==> src/rtl/muldiv_pkg.sv <==
// muldiv_pkg: shared types and sizing for the multiply/divide sequencer
package muldiv_pkg;
  localparam int WIDTH = 32;
  localparam int ITERATIONS = WIDTH;
  localparam int CNT_W = $clog2(ITERATIONS);
  typedef enum logic [1:0] {MULT, MULTU, DIV, DIVU} muldiv_op_e;
  typedef enum logic [1:0] {IDLE, CALC, FIXUP, DONE} muldiv_state_e;
endpackage

==> src/rtl/muldiv_step.sv <==
// muldiv_step: one radix-2 shift-add (multiply) or restoring-subtract (divide) iteration
module muldiv_step
  import muldiv_pkg::*;
(
  input  logic                 is_div,
  input  logic [2*WIDTH-1:0]   acc,
  input  logic [WIDTH-1:0]     opnd,
  output logic [2*WIDTH-1:0]   acc_nx
);
  logic [WIDTH:0] sum;
  logic [WIDTH:0] rem;
  logic [WIDTH:0] diff;
  // multiply: acc = {partial product, remaining multiplier bits}; divide: acc = {remainder, dividend/quotient}
  always_comb begin
    sum = {1'b0, acc[2*WIDTH-1:WIDTH]} + (acc[0] ? {1'b0, opnd} : '0);
    rem = acc[2*WIDTH-1:WIDTH-1];
    diff = rem - {1'b0, opnd};
    acc_nx = is_div ? {diff[WIDTH] ? rem[WIDTH-1:0] : diff[WIDTH-1:0], acc[WIDTH-2:0], ~diff[WIDTH]}
                    : {sum, acc[WIDTH-1:1]};
  end
endmodule

==> src/rtl/muldiv_seq.sv <==
// muldiv_seq: multi-cycle MULT/MULTU/DIV/DIVU sequencer owning the HI/LO pair
module muldiv_seq
  import muldiv_pkg::*;
(
  input  logic             clk,
  input  logic             rst_n,
  input  logic             start,
  input  logic [1:0]       op,
  input  logic [WIDTH-1:0] a,
  input  logic [WIDTH-1:0] b,
  input  logic             hilo_rd,
  input  logic             hilo_wr,
  input  logic             wr_sel,
  input  logic [WIDTH-1:0] wr_data,
  output logic [WIDTH-1:0] hi,
  output logic [WIDTH-1:0] lo,
  output logic             busy,
  output logic             stall,
  output logic             done,
  output logic             div_zero
);
  muldiv_state_e      state, state_nx;
  muldiv_op_e         op_q;
  logic [CNT_W-1:0]   cnt;
  logic [2*WIDTH-1:0] acc, acc_nx, prod;
  logic [WIDTH-1:0]   opnd, a_abs, b_abs, quo, rem, res_hi, res_lo;
  logic               neg_q, neg_r, dz, accept, in_div, in_signed, dbz, div_q;
  // operand conditioning and result sign fix-up
  always_comb begin
    in_div = op[1];
    in_signed = ~op[0];
    dbz = in_div && b == '0;
    accept = start && (state == IDLE || state == DONE);
    a_abs = (in_signed && a[WIDTH-1]) ? -a : a;
    b_abs = (in_signed && b[WIDTH-1]) ? -b : b;
    div_q = op_q == DIV || op_q == DIVU;
    prod = neg_q ? -acc : acc;
    quo = neg_q ? -acc[WIDTH-1:0] : acc[WIDTH-1:0];
    rem = neg_r ? -acc[2*WIDTH-1:WIDTH] : acc[2*WIDTH-1:WIDTH];
    res_hi = div_q ? rem : prod[2*WIDTH-1:WIDTH];
    res_lo = div_q ? quo : prod[WIDTH-1:0];
    busy = state == CALC || state == FIXUP;
    stall = (start || hilo_rd || hilo_wr) && busy;
    done = state == DONE;
    div_zero = done && dz;
  end
  muldiv_step u_step (
    .is_div (div_q),
    .acc    (acc),
    .opnd   (opnd),
    .acc_nx (acc_nx)
  );
  // state register
  always_ff @(posedge clk or negedge rst_n)
    if (!rst_n) state <= IDLE;
    else state <= state_nx;
  // next state: a new op may start from IDLE or straight out of DONE
  always_comb begin
    state_nx = state;
    unique case (state)
      IDLE, DONE: state_nx = accept ? (dbz ? DONE : CALC) : IDLE;
      CALC:       state_nx = cnt == CNT_W'(ITERATIONS - 1) ? FIXUP : CALC;
      FIXUP:      state_nx = DONE;
    endcase
  end
  // operand latch, iteration datapath and counter
  always_ff @(posedge clk or negedge rst_n)
    if (!rst_n) begin
      op_q <= MULT;
      opnd <= '0;
      acc <= '0;
      cnt <= '0;
      neg_q <= 1'b0;
      neg_r <= 1'b0;
      dz <= 1'b0;
    end else if (accept) begin
      op_q <= muldiv_op_e'(op);
      opnd <= in_div ? b_abs : a_abs;
      acc <= {{WIDTH{1'b0}}, in_div ? a_abs : b_abs};
      cnt <= '0;
      neg_q <= in_signed && (a[WIDTH-1] ^ b[WIDTH-1]);
      neg_r <= in_signed && a[WIDTH-1];
      dz <= dbz;
    end else if (state == CALC) begin
      acc <= acc_nx;
      cnt <= cnt + CNT_W'(1);
    end
  // HI/LO: result at FIXUP, core writes only while idle (a stalled write is re-presented)
  always_ff @(posedge clk or negedge rst_n)
    if (!rst_n) begin
      hi <= '0;
      lo <= '0;
    end else if (state == FIXUP) begin
      hi <= res_hi;
      lo <= res_lo;
    end else if (hilo_wr && !busy) begin
      if (wr_sel) hi <= wr_data;
      else lo <= wr_data;
    end
endmodule

==> config.mk <==
export PLATFORM = sky130hd
export DESIGN_NAME = muldiv_seq
export DESIGN_NICKNAME = d
export VERILOG_FILES = /design/src/rtl/muldiv_pkg.sv /design/src/rtl/muldiv_step.sv /design/src/rtl/muldiv_seq.sv
export SDC_FILE = /design/constraint.sdc
export NUM_CORES = 1
export LEC_CHECK = 0
export BUFFER_PORTS_ARGS = -buffer_cell sky130_fd_sc_hd__buf_2
export CORE_MARGIN = 10
export CORE_UTILIZATION = 40
export CTS_CLUSTER_DIAMETER = 200
export CTS_CLUSTER_SIZE = 20
export DETAILED_ROUTE_END_ITERATION = 10
export SYNTH_ARGS = -nofsm -noshare
export SYNTH_HDL_FRONTEND = slang
export SYNTH_HIERARCHICAL = 1
export SYNTH_SLANG_ARGS = --single-unit
==> constraint.sdc <==
create_clock -name clk -period 4.63 [get_ports clk]
set_input_delay 1.1575 -clock clk [delete_from_list [all_inputs] [get_ports clk]]
set_output_delay 1.1575 -clock clk [all_outputs]
set_load 0.1 [all_outputs]
==> flow_summary.toml <==
[run_status]
status = "finished, final reports clean"

[timing]
period_share_pct = 84.3
grt_setup_unrepaired = "no"
finalClockSkew_ps = 17.4
maxSlewHeadroom_pct = 26.6
worst_pin_slew_ps = 1090
whs_ps = 518
fin_ws_ps = 725
totalNegativeSetupSlack_ps = 0
max_clock_freq_ghz = 0.256
setup_viol = 0
hold_viol = 0
timing.final.crit_period_ps = 3900
maxSlewViolCount = 0

[placement]
dp_hpwl_um = 45600
placed_area_sq_um = 17200
place_worst_setup_slack_ps = 710
portBuffers = 171
numPlacedInstances = 2520
gp_congestion = 0.951

[synthesis]
synth.ff_latch_count = 171
yosysUniqueCellTypes = 82
netlist_instances = 1911
ys_warn_count = 6
syn_nets = 2090
yosysSeqAreaShare_pct = 27.0
async_reset_ff_share_pct = 100
syn_area_sq_um = 15900
synth_edf_count = 0
ys.flop_type = "dfrtp_1"
syn_avg_cell_area_sq_um = 8.31

[power]
vdd.ir_drop.worst_v = 0.000454
p_switching_mw = 8.84
power_density_nw_per_um2 = 866
swShare_pct = 57.4
seq_power_share_pct = 20.8
p_int_mw = 6.57
comb_power_share_pct = 69.9
p_total_mw = 15.4
p_leak_nw = 7.82
pwr-share-clk_pct = 9.3

[cts]
cts_tree = "built"
cts_resized = 0
cts_sinks = 171
clock_path_buffers = 2
htree_num_levels = 4
cts_hold_buf = 0
post-cts-setup-buffers = 0
cts-root-buf = "clkbuf_16"
path_clk_slew_ps = 80
cts_inserted_buffers = 17
clk_latency_ps = 460

[cells_and_area]
post_route_cells_drive_above_1_share_pct = 17.4
multi_input_area_sq_um = 10900
finalInstanceArea_sq_um = 17800
syn_to_final_growth_pct = 12.2
fill_cells = 3939
seq_area_sq_um = 4280
final_cell_mix = "170 x dfrtp_1, 170 x buf_2, 168 x o21ai_0, 167 x nand2_1, 146 x nor2_1"
fin_util_pct = 45.7
nets = 2200
stdcell_count = 2553

[floorplan]
coreArea_sq_um = 38900
start_util_pct = 40.8
rows = 72
io_pins = 172
dieArea_sq_um = 48000
die_h_um = 219
die-width_um = 219

[detailed_routing]
wl_per_cell_um = 22.8
drt-total-wl_um = 58300
drt_pass1_iterations = 5
vias_per_cell = 6.01
drt_iter0_drc = 1318
drtAntennaViolNets = 0
drc_errors = 0
num_vias = 15300

[worst_setup_path]
cp_slowest_cell = "dfrtp_1"
cp-start-kind = "flip-flop"
path_cells = "and2_1 -> ha_1 -> fa_1 -> a211oi_1 -> o21ai_0 -> o21ai_0 -> a2111oi_0 -> a211oi_1 -> nor3b_2 -> o21bai_1 -> a211oi_1 -> nor3_1 -> mux2i_1 -> nor2_1"
crit_fanout = 8
cp.required_ps = 4930
regToRegStartpoint = "acc[0]$_DFFE_PN0P_"
critPathMaxStageDelay_ps = 500
end_kind = "flip-flop"
cp.arrival_ps = 4210
worst_r2r_endpoint = "acc[63]$_DFFE_PN0P_"
worstRegToRegCells = 14
cp_common_cell = "a211oi_1"
critical_path_class = "flip-flop to flip-flop"
r2r_slack_ps = 730

[min_path]
whs_path_depth = 2
hold_end = "dz$_DFFE_PN0P_"
hold_path_class = "flip-flop to flip-flop"
min_from = "dz$_DFFE_PN0P_"

[global_route]
antenna_found_initial = 1
grt_pass1_vias = 14400
track_usage_pct = 23.3
grt_pass1_wl_um = 87400
grt_overflow_total = 0
grt_max_degree = 90

[run]
max-cap-violations = 0
[critical path, delay by kind of cell, from the launching register on]
kind | cells | cell delay, ps
AND/OR/NAND/NOR | 4 | 620
flip-flops | 1 | 500
multiplexers | 1 | 130
adder cells (fa/ha/maj) | 2 | 660
AO/OA/AOI/OAI | 7 | 1840
[kinds of logic (layout without fill, tap and decap cells)]
group | after synthesis | after routing | synth area share, %
XOR/XNOR | 157 | 157 | 8.71
AND/OR/NAND/NOR | 582 | 582 | 18.4
adder cells (fa/ha/maj) | 75 | 75 | 6.01
multiplexers | 208 | 208 | 13.8
buffers and inverters | 179 | 302 | 4.51
other | 0 | 1 | 0
flip-flops | 171 | 171 | 27.0
AO/OA/AOI/OAI | 539 | 539 | 21.6
[sequential cells by signal, indices dropped and copies added, names as in the netlist]
signal  flops
opnd       32
hi         32
acc        64
cnt         5
neg_q       1
op_q        1
state       2
dz          1
neg_r       1
lo         32
[layout make-up]
cell class	count	area share [%]
well taps	518	3.64
clock buffers	20	2.62
repair buffers	202	6.36
inverters	68	1.43
multi-input cells	1561	61.3
diodes	1	0.0141
flip-flops and latches	171	24.0
clock inverters	12	0.604
[cell usage after synthesis, types with 17 or more instances]
cell type,count,area [sq um]
xnor2_1,81,709
mux2_2,81,912
and2_1,39,244
o21ai_0,168,841
nor3_1,34,170
ha_1,73,913
buf_1,17,63.8
a211oi_1,21,158
nand2_1,168,631
o31ai_1,31,233
a31oi_1,19,119
xor2_1,75,657
nor4_1,22,138
o221ai_1,17,149
or3_1,27,169
o41ai_1,20,175
nand2b_1,17,106
a21oi_1,119,596
dfrtp_1,171,4280
nand4_1,23,144
o211ai_1,22,165
inv_1,67,251
nor2_1,146,548
clkbuf_1,79,297
mux2i_1,126,1260
nand3_1,25,125
o21a_1,17,128
[per-layer routing]
metal,global-route usage (%),vias up,part of all wire (%)
li1,-,7221,-
met4,5.17,0,1.5
met3,4.94,52,7.9
met2,36.6,618,45
met5,0,-,0
met1,32.2,7443,45
[power by group through the flow]
stage                     combinational, mW  clock [mW]  sequential (mW)
after floorplan                        6.21           0             4.89
after global placement                 10.6           0             3.18
after detailed placement               10.6           0             3.21
after CTS                              10.7        1.45             3.18
after global routing                   11.6        1.50             3.29
final                                  10.8        1.43             3.21
[worst max path at each step]
stage	depth (start not counted)	to	slack, ps	startpoint
after detailed placement	9	opnd[28]$_DFFE_PN0P_	710	a[0]
after CTS	14	acc[63]$_DFFE_PN0P_	680	acc[0]$_DFFE_PN0P_
after floorplan	2	stall	1020	start
after global placement	14	acc[63]$_DFFE_PN0P_	720	acc[0]$_DFFE_PN0P_
final	14	acc[63]$_DFFE_PN0P_	730	acc[0]$_DFFE_PN0P_
after global routing	14	acc[63]$_DFFE_PN0P_	460	acc[0]$_DFFE_PN0P_
No activity file was read; power rests on OpenSTA's default activity.
